--- src/rtl/qsys_serial_pkg.sv ---
// Shared constants, state encoding and helpers for the Qsys serial link endpoint.
package qsys_serial_pkg;

    localparam int unsigned FRAME_BITS   = 65;
    localparam int unsigned RW_BIT       = 64;
    localparam int unsigned RESP_BITS    = 32;
    localparam logic [31:0] TIMEOUT_RESP = 32'hDEADBEEF;

    typedef enum logic [2:0] {
        IDLE          = 3'd0,
        SHIFT_IN      = 3'd1,
        DECODE        = 3'd2,
        BUS_REQ       = 3'd3,
        BUS_WAIT_DATA = 3'd4,
        RESP_LOAD     = 3'd5,
        RESP_SHIFT    = 3'd6
    } qsys_state_e;

    function automatic logic [6:0] sat_inc7(input logic [6:0] v);
        return (v == 7'd127) ? v : (v + 7'd1);
    endfunction

endpackage

--- src/rtl/qsys_serial_shifter.sv ---
// Generic shift register: parallel load, serial in at the LSB, serial out from the MSB.
module qsys_serial_shifter #(
    parameter int unsigned WIDTH = 8
) (
    input  logic             clk,
    input  logic             rst,
    input  logic             load,
    input  logic [WIDTH-1:0] load_data,
    input  logic             shift_en,
    input  logic             sin,
    output logic [WIDTH-1:0] q,
    output logic             sout
);

    logic [WIDTH-1:0] q_r;

    // Parallel load takes priority over shifting
    always_ff @(posedge clk or posedge rst) begin
        if (rst) begin
            q_r <= '0;
        end else if (load) begin
            q_r <= load_data;
        end else if (shift_en) begin
            q_r <= {q_r[WIDTH-2:0], sin};
        end else begin
            q_r <= q_r;
        end
    end

    assign q    = q_r;
    assign sout = q_r[WIDTH-1];

endmodule

--- src/rtl/qsys_serial_slave.sv ---
// Far-end Qsys serial endpoint: 65-bit command in, one Avalon-MM access, 32-bit response out.
// Optional local-bus timeout is enabled with `define QSYS_SERIAL_SLAVE_TIMEOUT_EN.
module qsys_serial_slave
    import qsys_serial_pkg::*;
#(
    parameter int unsigned ADDR_W         = 8,
    parameter int unsigned RESP_PAD       = 1,
    parameter int unsigned TIMEOUT_CYCLES = 1024
) (
    input  logic              csi_MCLK_clk,
    input  logic              rsi_MRST_reset,
    input  logic              coe_sdi,
    input  logic              coe_sle,
    output logic              coe_sdo,
    output logic              coe_srdy,
    output logic [ADDR_W-1:0] avm_local_address,
    output logic [31:0]       avm_local_writedata,
    output logic [3:0]        avm_local_byteenable,
    output logic              avm_local_write,
    output logic              avm_local_read,
    input  logic [31:0]       avm_local_readdata,
    input  logic              avm_local_waitrequest,
    input  logic              avm_local_readdatavalid,
    output logic              frame_err
);

    localparam int unsigned RESP_W    = RESP_PAD + RESP_BITS;
    localparam logic [6:0]  RESP_LAST = 7'(RESP_W - 1);
    localparam int unsigned TMO_W     = $clog2(TIMEOUT_CYCLES + 1);
`ifdef QSYS_SERIAL_SLAVE_TIMEOUT_EN
    localparam bit TMO_EN = 1'b1;
`else
    localparam bit TMO_EN = 1'b0;
`endif

    qsys_state_e        state_r, state_s;
    logic [6:0]         bit_cnt_r, bit_cnt_s;
    logic               sle_d_r;
    logic               ovr_hold_r, ovr_hold_s;
    logic               rw_r;
    logic [ADDR_W-1:0]  addr_r;
    logic [31:0]        wdata_r;
    logic               write_r, write_s;
    logic               read_r, read_s;
    logic [31:0]        resp_r, resp_s;
    logic               sdo_r, srdy_r, frame_err_r;
    logic [TMO_W-1:0]   tmo_cnt_r;
    logic               tmo_hit_s, ovr_s;
    logic               cmd_shift_s, resp_load_s, resp_shift_s, latch_s, err_s;
    logic [FRAME_BITS-1:0] cmd_q_s;
    logic [RESP_W-1:0]  resp_q_s;
    logic               cmd_sout_s, resp_sout_s;

    qsys_serial_shifter #(.WIDTH(FRAME_BITS)) u_cmd_shift (
        .clk       (csi_MCLK_clk),
        .rst       (rsi_MRST_reset),
        .load      (1'b0),
        .load_data ({FRAME_BITS{1'b0}}),
        .shift_en  (cmd_shift_s),
        .sin       (coe_sdi),
        .q         (cmd_q_s),
        .sout      (cmd_sout_s)
    );

    qsys_serial_shifter #(.WIDTH(RESP_W)) u_resp_shift (
        .clk       (csi_MCLK_clk),
        .rst       (rsi_MRST_reset),
        .load      (resp_load_s),
        .load_data (RESP_W'(resp_r)),
        .shift_en  (resp_shift_s),
        .sin       (1'b0),
        .q         (resp_q_s),
        .sout      (resp_sout_s)
    );

    // A new sle edge outside the receive states is an overrun; its bits are ignored
    assign ovr_s     = coe_sle & ~sle_d_r & (state_r != IDLE) & (state_r != SHIFT_IN);
    assign tmo_hit_s = TMO_EN && (tmo_cnt_r >= TMO_W'(TIMEOUT_CYCLES - 1));

    // Timeout counter advances only while a local access is outstanding
    always_ff @(posedge csi_MCLK_clk or posedge rsi_MRST_reset) begin
        if (rsi_MRST_reset) begin
            tmo_cnt_r <= '0;
        end else if (TMO_EN && ((state_r == BUS_REQ) || (state_r == BUS_WAIT_DATA))) begin
            tmo_cnt_r <= tmo_hit_s ? tmo_cnt_r : (tmo_cnt_r + TMO_W'(1));
        end else begin
            tmo_cnt_r <= '0;
        end
    end

    // State register
    always_ff @(posedge csi_MCLK_clk or posedge rsi_MRST_reset) begin
        if (rsi_MRST_reset) begin
            state_r <= IDLE;
        end else begin
            state_r <= state_s;
        end
    end

    // Next-state, request and response control
    always_comb begin
        state_s      = state_r;
        bit_cnt_s    = bit_cnt_r;
        ovr_hold_s   = (ovr_hold_r & coe_sle) | ovr_s;
        write_s      = write_r;
        read_s       = read_r;
        resp_s       = resp_r;
        cmd_shift_s  = 1'b0;
        resp_load_s  = 1'b0;
        resp_shift_s = 1'b0;
        latch_s      = 1'b0;
        err_s        = ovr_s;
        case (state_r)
            IDLE: begin
                if (coe_sle && !ovr_hold_r) begin
                    cmd_shift_s = 1'b1;
                    bit_cnt_s   = 7'd1;
                    state_s     = SHIFT_IN;
                end else begin
                    bit_cnt_s   = 7'd0;
                end
            end
            SHIFT_IN: begin
                if (coe_sle) begin
                    cmd_shift_s = 1'b1;
                    bit_cnt_s   = sat_inc7(bit_cnt_r);
                end else if (bit_cnt_r >= 7'(FRAME_BITS)) begin
                    state_s     = DECODE;
                end else begin
                    err_s       = 1'b1;
                    bit_cnt_s   = 7'd0;
                    state_s     = IDLE;
                end
            end
            DECODE: begin
                latch_s = 1'b1;
                write_s = cmd_q_s[RW_BIT];
                read_s  = ~cmd_q_s[RW_BIT];
                state_s = BUS_REQ;
            end
            BUS_REQ: begin
                if (!avm_local_waitrequest) begin
                    write_s = 1'b0;
                    read_s  = 1'b0;
                    if (rw_r) begin
                        resp_s  = 32'h0000_0000;
                        state_s = RESP_LOAD;
                    end else if (avm_local_readdatavalid) begin
                        resp_s  = avm_local_readdata;
                        state_s = RESP_LOAD;
                    end else begin
                        state_s = BUS_WAIT_DATA;
                    end
                end else if (tmo_hit_s) begin
                    write_s = 1'b0;
                    read_s  = 1'b0;
                    resp_s  = TIMEOUT_RESP;
                    err_s   = 1'b1;
                    state_s = RESP_LOAD;
                end else begin
                    state_s = BUS_REQ;
                end
            end
            BUS_WAIT_DATA: begin
                if (avm_local_readdatavalid) begin
                    resp_s  = avm_local_readdata;
                    state_s = RESP_LOAD;
                end else if (tmo_hit_s) begin
                    resp_s  = TIMEOUT_RESP;
                    err_s   = 1'b1;
                    state_s = RESP_LOAD;
                end else begin
                    state_s = BUS_WAIT_DATA;
                end
            end
            RESP_LOAD: begin
                resp_load_s = 1'b1;
                bit_cnt_s   = 7'd0;
                state_s     = RESP_SHIFT;
            end
            RESP_SHIFT: begin
                resp_shift_s = 1'b1;
                if (bit_cnt_r == RESP_LAST) begin
                    bit_cnt_s = 7'd0;
                    state_s   = IDLE;
                end else begin
                    bit_cnt_s = bit_cnt_r + 7'd1;
                end
            end
            default: begin
                write_s = 1'b0;
                read_s  = 1'b0;
                state_s = IDLE;
            end
        endcase
    end

    // Datapath and registered outputs; srdy/sdo trail the shifter by one cycle
    always_ff @(posedge csi_MCLK_clk or posedge rsi_MRST_reset) begin
        if (rsi_MRST_reset) begin
            bit_cnt_r   <= 7'd0;
            sle_d_r     <= 1'b0;
            ovr_hold_r  <= 1'b0;
            rw_r        <= 1'b0;
            addr_r      <= '0;
            wdata_r     <= 32'h0000_0000;
            write_r     <= 1'b0;
            read_r      <= 1'b0;
            resp_r      <= 32'h0000_0000;
            sdo_r       <= 1'b0;
            srdy_r      <= 1'b0;
            frame_err_r <= 1'b0;
        end else begin
            bit_cnt_r   <= bit_cnt_s;
            sle_d_r     <= coe_sle;
            ovr_hold_r  <= ovr_hold_s;
            write_r     <= write_s;
            read_r      <= read_s;
            resp_r      <= resp_s;
            sdo_r       <= resp_shift_s & resp_sout_s;
            srdy_r      <= resp_shift_s;
            frame_err_r <= err_s;
            if (latch_s) begin
                rw_r    <= cmd_q_s[RW_BIT];
                addr_r  <= cmd_q_s[32 +: ADDR_W];
                wdata_r <= cmd_q_s[31:0];
            end else begin
                rw_r    <= rw_r;
                addr_r  <= addr_r;
                wdata_r <= wdata_r;
            end
        end
    end

    assign coe_sdo              = sdo_r;
    assign coe_srdy             = srdy_r;
    assign avm_local_address    = addr_r;
    assign avm_local_writedata  = wdata_r;
    assign avm_local_byteenable = 4'hF;
    assign avm_local_write      = write_r;
    assign avm_local_read       = read_r;
    assign frame_err            = frame_err_r;

endmodule

--- config.mk ---
export PLATFORM = sky130hd
export DESIGN_NAME = qsys_serial_slave
export DESIGN_NICKNAME = d
export VERILOG_FILES = /design/src/rtl/qsys_serial_pkg.sv /design/src/rtl/qsys_serial_shifter.sv /design/src/rtl/qsys_serial_slave.sv
export SDC_FILE = /design/constraint.sdc
export NUM_CORES = 1
export LEC_CHECK = 0
export BUFFER_PORTS_ARGS = -buffer_cell sky130_fd_sc_hd__buf_2
export CAP_MARGIN = 20
export CELL_PAD_IN_SITES_DETAIL_PLACEMENT = 0
export CELL_PAD_IN_SITES_GLOBAL_PLACEMENT = 1
export CORE_ASPECT_RATIO = 0.8
export CORE_MARGIN = 2
export CORE_UTILIZATION = 44
export DETAILED_ROUTE_END_ITERATION = 12
export PLACE_DENSITY = 0.76
export SLEW_MARGIN = 20
export SYNTH_ARGS = -nofsm -noshare
export SYNTH_HDL_FRONTEND = slang
export SYNTH_SLANG_ARGS = --single-unit
--- constraint.sdc ---
create_clock -name csi_MCLK_clk -period 13.5 [get_ports csi_MCLK_clk]
set_input_delay 1.35 -clock csi_MCLK_clk [delete_from_list [all_inputs] [get_ports csi_MCLK_clk]]
set_output_delay 1.35 -clock csi_MCLK_clk [all_outputs]
set_load 0.03 [all_outputs]
# Yosys cells after proc, flatten, opt, wreduce, memory -nomap -nowiden
# Cells that the tools add are included.
# totals
ff_bits	188
latchBits	0
ramBits	0
romBits	0
input_bits	38
output_inout_bits	49
mem_count	0
# op_classes
add_sub_neg	1
multipliers	0
div_mod_pow	0
magnitude_cmp	1
eq_ne	15
shift	0
mux	32
bitwise_logic	9
reduce_logical	12
# ops
op	n
32-bit two-way mux	3
33-bit two-way mux	2
32-bit case mux with 2 select lines	1
7-bit two-way mux	4
7-bit case mux with 4 select lines	1
3-bit case mux with 7 select lines	1
1-bit two-way mux	12
3-bit two-way mux	4
3-bit == test (second input constant)	3
2-bit != test (second input constant)	4
7-bit by 1-bit adder with 7-bit output (second input constant)	1
7-bit by 6-bit == test with 1-bit output (second input constant)	1
7-bit == test (second input constant)	1
7-bit greater-or-equal comparator (second input constant)	1
3-bit by 2-bit == test with 1-bit output (second input constant)	2
3-bit != test (second input constant)	2
1-bit case mux with 3 select lines	2
3-bit AND reduction	2
1-bit AND	5
5-bit OR reduction	1
2-bit AND reduction	2
2-bit nonzero test	2
4-bit nonzero test	1
3-bit by 1-bit == test with 1-bit output (second input constant)	1
9 further kinds	11

# Depth between registers and ports, before layout
# Gate-level depths: netlist of run 1.
# logic_depth
ltp_word	7
mapped_depth	6
mapped_depth_nobuf	6

# Hierarchy
# A second synthesis of run 1 with hierarchy kept.
# hier_totals
hier_cells	777
hier_area_um2	8379.3
# modules_own_cells
mod	n_inst	cells_each	area_each_um2
qsys_serial_slave	1	349	3773.6
qsys_serial_shifter at u_cmd_shift	1	283	3042.9
qsys_serial_shifter at u_resp_shift	1	145	1562.7

# Worst setup path before layout of run 1
# Ideal clock, no wire load.
# synth_path
kind	in2reg
from	input coe_sle
to	register bit_cnt_r[0]
t_arrival_ps	2515
slack_ps	10860
cell_stages	4
n_path_buf	0
cell_sequence	or4b_4 -> a211oi_2 -> nor3_2 -> mux2_4
# synth_between
elab_chain_len	3
word_cells_on_any_way	7
classes_between	eq/ne (2); mux (3); reduce/logical (2)
# synth_rtl
item	line_no	text
from (decl)	qsys_serial_slave.sv:13	input logic coe_sle,
1-bit logical AND	qsys_serial_slave.sv:115	if (coe_sle && !ovr_hold_r) begin
1-bit two-way mux	qsys_serial_slave.sv:115	
7-bit case mux with 4 select lines	qsys_serial_slave.sv:113	case (state_r)
to (signal assigned)	qsys_serial_slave.sv:214	bit_cnt_r <= bit_cnt_s;
to (decl)	qsys_serial_slave.sv:37	logic [6:0] bit_cnt_r, bit_cnt_s;
# Parallel ways exist; a longest one is shown, timed or not.
# A chain may end at the register's enable or synchronous reset.

==> metrics.md, run 1 <==
| Metric | Value |
|---|---|
| Post-DR vias/cell | ~5.2 |
| P&R area growth vs syn | 15.4% |
| Routability cong. | 0.753 |
| CP delay by family, top | buffers and inverters |
| Post-CTS Hold Fix Bufs | 0 |
| Worst-skew pair later-pin latency | 0.43 ns |
| Syn Area/Cell | between 10 and 15 um2 |
| Leakage | 4.58 nW |
| Share of synthesized registers carrying an async set or reset | 100% |
| Hold Path Sink | u_resp_shift.q[11] |
| Critical Path Fanout Max | 114 |
| # Post-CTS Setup Buffers | 0 |
| Final Max Tran Viols | 0 |
| H-tree levels | 4 |
| Synthesized netlist cell count | 632 |
| First-pass GRT wire length | about 24 mm |
| Max_cap viols | 0 |
| Worst reg2reg endpoint | u_cmd_shift.q[58] |
| Ratio of cells with drive above 1 in the final layout | approximately a third |
| Total net switching power | 0.000256 W |
| Worst Hold Slack | 0.484 ns |
| Final setup TNS | 0 ns |
| Critical path's largest stage delay | 0.81 ns |
| Ant. Diodes | 0 |
| Final worst path period need | 2.56 ns |
| # resized after CTS | 0 |
| Netlist cell types | 46 |
| Drt pass-1 iters | 5 |
| Initial antenna violation count | 0 |
| Vias in the first global route | 4,880 |
| Final nets | 742 |
| Unrepaired setup endpoints after global routing | false |
| Final HPWL DP | 8.84 mm |
| Number of synthesized flops with an enable pin | 0 |
| Ports | slightly below 90 |
| Worst r2r src | state_r[0] |
| DIE HEIGHT | 122 um |
| Largest net degree at the start of global routing | approximately 120 |
| Clock Power Share | a little over two fifths |
| Critical Path AT | between 2 and 3 ns |
| Clock transition at path regs | 0.07 ns |
| Crit path capture type | async pin |
| # clock sinks | 188 |
| R2r setup slk | 11.27 ns |
| Final setup viols | 0 |
| Seq pwr share | 52.6% |
| Slew headroom | 34.9% |
| Hold Crit Start | resp_r[11] |
| Worst Reg-to-Reg Cells | 4 |
| WP buf/inv | 3 |
| Wire per inst | ~15 um |
| Final Hold Fails | 0 |
| Drt drc | 0 |
| Setup Skew | 0.00947 ns |
| Row Count | 43 |
| Pwr/cell area | 123 nW/um2 |
| WHS Path Cells | 2 |
| Die X-Extent | 152 um |
| Crit path cell chain | buf_2 -> inv_8 -> buf_4 |
| Cell Area, Synth | 7710 um2 |
| Ys Warns | 0 |
| Detailed Route Iter0 Violations | 387 |
| Num CTS Buffers | 17 |
| Slowest CP cell | buf_4 |
| GRT Overall Usage | 15.9% |
| Remaining Overflow, GRT | 0 |
| Max rail drop VDD | 0.0783 mV |
| Yosys reg bits | 188 |
| Outcome | complete, no violations |
| Period utilisation layout | 19.0% |
| Worst setup SP type | primary input |
| Drt total wl | 14.2 mm |
| Peak Freq | 390 MHz |
| CORE AREA | 17,300 um2 |
| Initial Utilization | 44.7% |
| Clock root buffer | clkbuf_16 |
| HP Class | flop to flop |
| Port bufs | 82 |
| Int Power | about 0.00084 W |
| Seq/Total Area, Yosys | between 60% and 70% |
| CTS Buffer Depth | 2 |
| Worst Tran Pin Value | 0.976 ns |
| Post-route ant nets | 0 |
| Die area | 18,600 um2 |
| Combinational power share | 3.5% |
| Type of the worst setup path | primary input to async pin |
| Sw Ratio | 23.4% |
| Via count | about 5,000 |
| Crit path required time | 13.92 ns |
| CTS tree | yes |
| Prevailing post-synth register cell | dfrtp_1 |
[tightest hold or removal path, cell delays in order (launching register included)]
cell     delay [ns]
dfrtp_1        0.34
nand2_1        0.04
o21ai_0        0.06
[cells in the final DEF, fill, tap and decap left out, types with 3 or more instances in the layout]
master and n:
a21oi_1 37, and3_1 3, buf_2 82, buf_4 5, clkbuf_16 17, clkinvlp_4 3, conb_1 4, dfrtp_1 188
ha_1 3, inv_1 12, inv_6 4, inv_8 4, mux2_2 106, mux2i_1 32, nand2_1 106, nor2_1 12
nor3_1 5, o21ai_0 45
[registers in the layout (all words and copies together) (netlist names)]
register and count:
state_r 3, coe_sdo 1, coe_srdy 1, ovr_hold_r 1, avm_local_read 1, rw_r 1, frame_err 1, bit_cnt_r 7
avm_local_address 8, avm_local_writedata 32, u_cmd_shift.q 65, sle_d_r 1, u_resp_shift.q 33, resp_r 32, avm_local_write 1
[worst max path at each step]
stage	from	endpoint	slack, ns	cells after the start
3_3_place_gp	coe_sle	bit_cnt_r[0]	10.25	5
5_1_grt	rsi_MRST_reset	bit_cnt_r[1]	10.64	3
3_5_place_dp	coe_sle	bit_cnt_r[0]	10.17	5
2_1_floorplan	rsi_MRST_reset	avm_local_address[0]	7.04	1
4_1_cts	coe_sle	bit_cnt_r[0]	10.65	5
6_report	rsi_MRST_reset	resp_r[27]	10.94	3
[power groups by stage]
stage / logic, W / clock network (W) / registers, W
floorplan: 0.0000279 / 0 / 0.000585
global placement: 0.0000379 / 0 / 0.000587
detailed placement: 0.0000391 / 0 / 0.000587
CTS: 0.0000392 / 0.000496 / 0.000576
global route: 0.0000430 / 0.000520 / 0.000578
finish: 0.0000380 / 0.000481 / 0.000577
[layer usage]
metal / routed length, um / global-route usage [%]
met1: 6670 / 20.9
met2: 6690 / 25.2
met3: 781 / 5.65
met5: 0 / 0
met4: 98 / 4.56
[per-stage QoR]
stage | utilization, % | instance area, um2 | std cells | worst slack, ns | total power [W]
after floorplan | - | 7730 | 635 | 7.04 | 0.000613
after global placement | 48.0 | 8280 | 906 | 10.25 | 0.000625
after detailed placement | 48.0 | 8280 | 906 | 10.17 | 0.000626
after CTS | 51.3 | 8860 | 938 | 10.65 | 0.00111
after global routing | 51.5 | 8900 | 939 | 10.64 | 0.00114
final | 51.5 | 8900 | 939 | 10.94 | 0.00110
[logic make-up (layout without fill, tap and decap cells)]
kind of cell               count (synthesis)  count (layout)  synth area share [%]
xor gates and xnor gates                   2               2                 0.227
AOI/OAI and AO/OA                         99              99                  7.07
DFF                                      188             188                  61.0
adders and majority gates                  3               3                 0.487
and+or+nand+nor                          146             146                  8.26
buffers and inverters                     54             133                  3.11
muxes                                    139             139                  19.8
other                                      1               4                0.0486
[layout make-up]
type	count	area [um2]
Clock buffer	19	453
Fill cell	1526	8370
Sequential cell	188	4700
Timing Repair Buffer	88	475
Inverter	13	56.3
Multi-Input combinational cell	393	2800
Tap cell	225	282
Clock inverter	13	125
[synthesized netlist by cell type, types with 2 or more instances]
master / number / share of area, %
a31oi_1: 2 / 0.16
nand2_1: 106 / 5.2
dfrtp_1: 188 / 61
a21oi_1: 37 / 2.4
ha_1: 3 / 0.49
nand2b_1: 2 / 0.16
mux2i_1: 32 / 4.2
and3_1: 4 / 0.32
buf_2: 12 / 0.78
and2_1: 2 / 0.16
inv_1: 13 / 0.63
o21ai_0: 45 / 2.9
nor3_1: 5 / 0.32
nand3_1: 2 / 0.13
o22ai_1: 2 / 0.16
clkbuf_1: 20 / 0.97
buf_4: 4 / 0.39
mux2_2: 106 / 15
o2bb2ai_1: 2 / 0.23
xnor2_1: 2 / 0.23
o221ai_1: 2 / 0.23
nor2_1: 13 / 0.63
a22o_1: 2 / 0.23
buf_1: 4 / 0.19
Note: power is estimated with default switching activity, not from simulation.
==> run 2, diff against run 1 <==
ABC_AREA = 1   (was not set)
CORE_UTILIZATION = 40   (was 44)
PLACE_DENSITY = 0.77   (was 0.76)
clock period = 2.08 ns   (was 13.5 ns; I/O delays follow)
==> metrics.md, run 2 <==
| Metric | Value |
|---|---|
| Detailed Route Iter0 Violations | 518 (was 387) |
| Worst-skew pair later-pin latency | 0.44 ns (was 0.43 ns) |
| Synth top area share | 56.9% (was 61.0%) |
| Remaining Overflow, GRT | 0 (unchanged) |
| Final Hold Fails | 0 (unchanged) |
| # Post-CTS Setup Buffers | 0 (unchanged) |
| Number of synthesized flops with an enable pin | 0 (unchanged) |
| Syn Area/Cell | 8.51 um2 (was 12.2 um2) |
| Drt drc | 0 (unchanged) |
| Type of the worst setup path | flop to flop (was primary input to async pin) |
| Final worst path period need | approximately 1.8 ns |
| Via count | 6,391 (was 4,874) |
| Row Count | 46 (was 43) |
| Post-DR vias/cell | 4.87 (was 5.19) |
| Worst setup SP type | flop (was primary input) |
| Critical Path Fanout Max | 32 (was 114) |
| Register area | 4700 um2 (unchanged) |
| Initial antenna violation count | 0 (unchanged) |
| Area of the multi-input gates | 2800 um2 (about the same) |
| Post-synth top area cell | dfrtp_1 (unchanged) |
| CORE AREA | 20,000 um2 (was 17,300 um2) |
| Ant. Diodes | 0 (unchanged) |
| Crit path capture type | flop (was async pin) |
| Post-CTS Hold Fix Bufs | 3 (was 0) |
| CTS Buffer Depth | 2 (unchanged) |
| Leakage | 4.73 nW (was 4.58 nW) |
| Top area cells in the synthesized netlist | dfrtp_1 57%, o21ai_0 14%, nand2_1 10%, inv_1 5.8%, o211ai_1 3.1% (was dfrtp_1 61%, mux2_2 15%, nand2_1 5.2%, mux2i_1 4.2%, o21ai_0 2.9%) |
| Die area | 21,800 um2 (was 18,600 um2) |
| Worst r2r src | state_r[1] (was state_r[0]) |
| Netlist cell types | 24 (was 46) |
| Final setup TNS | 0 ns (unchanged) |
| HP Class | primary input to flop (was flop to flop) |
| Yosys reg bits | 188 (unchanged) |
| Max FFs per register | 65 (unchanged) |
| H-tree levels | 4 (unchanged) |
| Leading cell type in the layout, fill and taps excluded | o21ai_0 (was dfrtp_1) |
| Most frequent cells in the layout | 230 x o21ai_0, 221 x nand2_1, 188 x dfrtp_1 (was 188 x dfrtp_1, 106 x mux2_2, 106 x nand2_1) |
| Prevailing post-synth register cell | dfrtp_1 (unchanged) |
| Final HPWL DP | 11.0 mm (was 8.84 mm) |
| Share of synthesized registers carrying an async set or reset | 100% (unchanged) |
| Period utilisation layout | 85.6% |
| Final setup viols | 0 (unchanged) |
| Ys Warns | 0 (unchanged) |
| WHS Path Cells | 5 (was 2) |
| Initial Utilization | 41.3% (was 44.7%) |
| Hold Path Sink | resp_r[25] (was u_resp_shift.q[11]) |
| Final nets | 1,077 (was 742) |
| Max rail drop VDD | 0.734 mV (was 0.0783 mV) |
| Clock root buffer | clkbuf_16 (unchanged) |
| Ratio of cells with drive above 1 in the final layout | 14.0% (was 33.5%) |
| Worst Reg-to-Reg Cells | 8 (was 4) |
| Worst Hold Slack | 0.133 ns (was 0.484 ns) |
| Largest net degree at the start of global routing | 75 (was 115) |
| Seq/Total Area, Yosys | 56.9% (was 61.0%) |
| Most numerous cell in the Yosys netlist | o21ai_0 (was dfrtp_1) |
| Outcome | complete, no violations (unchanged) |
| Setup WS post-layout | 0.299 ns (was 10.94 ns) |
| Port bufs | 82 (unchanged) |
| Num CTS Buffers | 17 (unchanged) |
| Commonest cells post-synth | 230 x o21ai_0, 221 x nand2_1, 188 x dfrtp_1 (was 188 x dfrtp_1, 106 x mux2_2, 106 x nand2_1) |
| R2r setup slk | 0.30 ns (was 11.27 ns) |
| Clock transition at path regs | 0.08 ns (was 0.07 ns) |
| CTS tree | yes (unchanged) |
| Cell count after placement | 1,278 (was 906) |
| # resized after CTS | 0 (unchanged) |
| Die X-Extent | 165 um (was 152 um) |
| P&R area growth vs syn | 16.5% (was 15.4%) |
| DIE HEIGHT | 133 um (was 122 um) |
| Drt pass-1 iters | 5 (unchanged) |
| Crit path required time | 2.45 ns (was 13.92 ns) |
| Hold Crit Start | avm_local_readdata[25] (was resp_r[11]) |
| DP Worst Slack | 0.315 ns (was 10.17 ns) |
| Peak Freq | 561 MHz |
| Vias in the first global route | 6,224 (was 4,880) |
| Drt total wl | 17.7 mm (was 14.2 mm) |
| Wire per inst | 13.5 um (was 15.2 um) |
| Cell Area, Synth | 8260 um2 (was 7710 um2) |
| Routability cong. | 0.813 (was 0.753) |
| # clock sinks | 188 (unchanged) |
| Non-Filler Instances | 1,313 (was 939) |
| First-pass GRT wire length | 30.7 mm (was 24.0 mm) |
| Post-route ant nets | 0 (unchanged) |
| Setup Skew | 0.0128 ns (was 0.00947 ns) |
| Fill cell count | 1,974 (was 1,526) |
| Pwr/cell area | 1430 nW/um2 (was 123 nW/um2) |
| GRT Overall Usage | 17.3% (was 15.9%) |
| Unrepaired setup endpoints after global routing | false (unchanged) |
| Worst reg2reg endpoint | u_cmd_shift.q[40] (was u_cmd_shift.q[58]) |
| Ports | 87 (unchanged) |
| Synthesized netlist cell count | 971 (was 632) |
| Final Max Tran Viols | 0 (unchanged) |
| Critical Path AT | 2.15 ns (was 2.98 ns) |
| Max_cap viols | 0 (unchanged) |
run 2: changes by cell type in the layout (fill, tap and decap cells not counted), moves of 34 or more:
cell / before / now
o21ai_0: 45 / 230
nand2_1: 106 / 221
inv_1: 12 / 126
mux2_2: 106 / 0
nand3_1: 2 / 42
a21oi_1: 37 / 3
o211ai_1: 0 / 34
run 2: metrics by stage:
stage | cell area (um2) | total power [W] | util (%)
final | 9630 | 0.0137 | 48.1
after global routing | 9630 | 0.0149 | 48.1
after CTS | 9630 | 0.0139 | 48.1
after detailed placement | 8990 | 0.0105 | 44.9
after global placement | 8990 | 0.0104 | 44.9
after floorplan | 8280 | 0.00919 | -
run 2: worst max-delay path by stage:
stage / endpoint / slack (ns) / cells after the start / start
final: u_cmd_shift.q[40] / 0.30 / 8 / state_r[1]
after global placement: u_resp_shift.q[18] / 0.35 / 7 / state_r[1]
after CTS: u_cmd_shift.q[40] / 0.31 / 8 / state_r[1]
after global routing: u_cmd_shift.q[39] / 0.12 / 8 / state_r[1]
after floorplan: avm_local_address[0] / -0.55 / 1 / rsi_MRST_reset
after detailed placement: u_cmd_shift.q[40] / 0.32 / 8 / state_r[1]
run 2: routing by layer:
metal / vias up / GRT usage [%] / wire [um]
met4: 0 / 4.59 / 174
met5: - / 0 / 0
met2: 114 / 25.1 / 7710
met1: 3004 / 25.8 / 8850
met3: 15 / 4.26 / 943
li1: 3258 / - / -
run 2: area by class of cell:
type,count,area share [%]
multi-input combinational,593,29.1
clock buffer,18,4.56
timing repair buffer,105,7.17
tap,264,3.43
clock inverter,14,1.73
inverter,131,5.15
sequential,188,48.9
run 2: worst max-delay path, stage by stage, from the launching register on:
cell and delay, ns:
dfrtp_1 0.48, inv_2 0.11, nand2_2 0.09, nor2_4 0.15
nand2_2 0.22, nand2_4 0.17, buf_4 0.31, nor2_1 0.09
a21oi_2 0.11
run 2: power by group:
group          switching, W  internal [W]
logic               0.00319       0.00146
clock network       0.00157       0.00176
registers          0.000693       0.00507
run 2: cells by family after synthesis:
| logic type | synth area share [%] |
|---|---|
| fa+ha+maj | 0.454 |
| buf+inv | 9.54 |
| flops | 56.9 |
| xor+xnor | 0.106 |
| compound gates | 18.2 |
| simple gates | 14.7 |
| other cells | 0.0454 |
==> run 3, diff against run 2 <==
CORE_UTILIZATION = 44   (was 40)
PLACE_DENSITY = 0.8   (was 0.77)
clock period = 1.69 ns   (was 2.08 ns; I/O delays follow)
==> metrics.md, run 3 (synthesized netlist as in run 2, its figures left out) <==
| Metric | Value |
|---|---|
| Outcome | complete, no violations (unchanged) |
| Setup WS post-layout | 0.145 ns (was 0.299 ns) |
| Critical path's largest stage delay | 0.47 ns (was 0.48 ns) |
| Slowest CP cell | dfrtp_1 (unchanged) |
| Fill cell count | 1,734 (was 1,974) |
| Drt drc | 0 (unchanged) |
| Final worst path period need | 1.54 ns (was 1.78 ns) |
| Period utilisation layout | 91.4% (was 85.6%) |
| Num CTS Buffers | 17 (unchanged) |
| CTS tree | yes (unchanged) |
| Routability cong. | 0.816 (was 0.813) |
| DP Worst Slack | -0.00759 ns (was 0.315 ns) |
| Worst-skew pair later-pin latency | 0.44 ns (about the same) |
| Worst setup SP type | flop (unchanged) |
| Crit path cell chain | nand3_1 -> buf_12 -> nand2_1 -> buf_4 -> inv_1 -> nand2_1 -> o211ai_1 (was inv_2 -> nand2_2 -> nor2_4 -> nand2_2 -> nand2_4 -> buf_4 -> nor2_1 -> a21oi_2) |
| Met2 usage | 26.1% (was 25.1%) |
| Placed Instance Area | 9060 um2 (was 8990 um2) |
| Worst Reg-to-Reg Cells | 7 (was 8) |
| WP buf/inv | 3 (was 2) |
| Max FFs per register | 65 (unchanged) |
| Register area | 4710 um2 (was 4700 um2) |
| Final nets | 1,085 (was 1,077) |
| Initial Utilization | 45.2% (was 41.3%) |
| Post-DR vias/cell | 4.87 (about the same) |
| Die area | 19,900 um2 (was 21,800 um2) |
| Ports | 87 (unchanged) |
| Final setup TNS | 0 ns (unchanged) |
| Unrepaired setup endpoints after global routing | true (was false) |
| Crit path capture type | flop (unchanged) |
| # clock sinks | 188 (unchanged) |
| Worst Hold Slack | 0.0899 ns (was 0.133 ns) |
| Initial antenna violation count | 2 (was 0) |
| Peak Freq | 647 MHz (was 561 MHz) |
| Type of the worst setup path | flop to flop (unchanged) |
| CORE AREA | 18,300 um2 (was 20,000 um2) |
| Critical Path Fanout Max | 32 (unchanged) |
| Ratio of cells with drive above 1 in the final layout | 15.0% (was 14.0%) |
| Max rail drop VDD | 0.789 mV (was 0.734 mV) |
| Post-route ant nets | 0 (unchanged) |
| Pwr/cell area | 1760 nW/um2 (was 1430 nW/um2) |
| GRT Overall Usage | 18.4% (was 17.3%) |
| Finished layout cell area | 9770 um2 (was 9630 um2) |
| CP delay by family, top | flip-flops (was simple AND/OR/NAND/NOR gates) |
| Clock root buffer | clkbuf_16 (unchanged) |
| First-pass GRT wire length | 29.2 mm (was 30.7 mm) |
| CP most frequent cell | nand2_1 (was nand2_2) |
| Critical Path AT | 1.86 ns (was 2.15 ns) |
| Final setup viols | 0 (unchanged) |
| Met1 GRT Util | 27.6% (was 25.8%) |
| Port bufs | 82 (unchanged) |
| Leading cell type in the layout, fill and taps excluded | o21ai_0 (unchanged) |
| Max_cap viols | 0 (unchanged) |
| Final HPWL DP | 10.5 mm (was 11.0 mm) |
| H-tree levels | 4 (unchanged) |
| Row Count | 44 (was 46) |
| Grt met3 use | 5.09% (was 4.26%) |
| Clock transition at path regs | 0.08 ns (about the same) |
| Drt pass-1 iters | 5 (unchanged) |
| Final Max Tran Viols | 0 (unchanged) |
| Final Hold Fails | 0 (unchanged) |
| HP Class | primary input to flop (unchanged) |
| Gr busiest metal | met1 (unchanged) |
| Crit path depth | 7 (was 8) |
| Drt total wl | 17.3 mm (was 17.7 mm) |
| Wire per inst | 13.2 um (was 13.5 um) |
| Remaining Overflow, GRT | 0 (unchanged) |
| Via count | 6,394 (was 6,391) |
| Area of the multi-input gates | 2810 um2 (was 2800 um2) |
| Leakage | 4.80 nW (was 4.73 nW) |
| Setup Skew | 0.0102 ns (was 0.0128 ns) |
| CTS Buffer Depth | 2 (unchanged) |
| Crit path required time | 2.01 ns (was 2.45 ns) |
| Most frequent cells in the layout | 229 x o21ai_0, 220 x nand2_1, 187 x dfrtp_1 (was 230 x o21ai_0, 221 x nand2_1, 188 x dfrtp_1) |
| P&R area growth vs syn | 18.2% (was 16.5%) |
| Vias in the first global route | 5,921 (was 6,224) |
| Largest net degree at the start of global routing | 82 (was 75) |
| DIE HEIGHT | 127 um (was 133 um) |
| Detailed Route Iter0 Violations | 400 (was 518) |
| WHS Path Cells | 5 (unchanged) |
| Die X-Extent | 157 um (was 165 um) |
-- run 3: power by group --
part	total (W)	internal, W	switching, W
Sequential	0.00708	0.00624	0.000841
Combinational	0.00596	0.00197	0.00399
Clock	0.00417	0.00206	0.00211
Total	0.0172	0.0103	0.00694
-- run 3: cell type report --
cell class,count,share of cell area (%)
Tap cell,253,3.24
Antenna cell,2,0.0512
Multi-Input combinational cell,593,28.8
Inverter,131,5.07
Sequential cell,188,48.2
Timing Repair Buffer,113,8.29
Clock buffer,17,4.35
Clock inverter,15,2.04
-- run 3: layer usage --
| layer | part of all wire (%) | up-vias |
|---|---|---|
| li1 | - | 3276 |
| met1 | 52 | 3012 |
| met2 | 43 | 98 |
| met3 | 4.9 | 8 |
| met4 | 0.83 | 0 |
| met5 | 0 | - |
-- run 3: final timing paths --
check / slack [ns] / endpoint / from
worst max-delay path: 0.15 / u_resp_shift.q[12] / state_r[2]
worst min-delay path: 0.09 / resp_r[19] / avm_local_readdata[19]
worst max register to register: 0.15 / u_resp_shift.q[12] / state_r[2]
worst min register to register: 0.46 / u_cmd_shift.q[43] / u_cmd_shift.q[42]
max in group asynchronous: 0.84 / bit_cnt_r[0] / rsi_MRST_reset
min in group asynchronous: 0.19 / avm_local_writedata[14] / rsi_MRST_reset
-- run 3: worst reg2reg max path, delay by kind of cell, from the launching register on --
family / cells / cell delay (ns)
and+or+nand+nor: 3 / 0.41
buffers and inverters: 3 / 0.46
DFF: 1 / 0.47
AOI/OAI and AO/OA: 1 / 0.08
-- run 3: stage by stage --
stage	util (%)	total power (W)	std cells
final	53.5	0.0172	1312
after floorplan	-	0.0113	974
after detailed placement	49.6	0.0130	1274
after global placement	49.6	0.0129	1274
after CTS	53.2	0.0173	1309
after global routing	53.4	0.0186	1311
-- run 3: what timing repair did --
item                                    4_1_cts  5_1_grt
endpoints found under the setup margin        6       20
hold buffers                                  3        0
cloned                                        0        1
setup buffers                                 0        0
gates resized for setup                       1        6
endpoints found under the hold margin       190        0
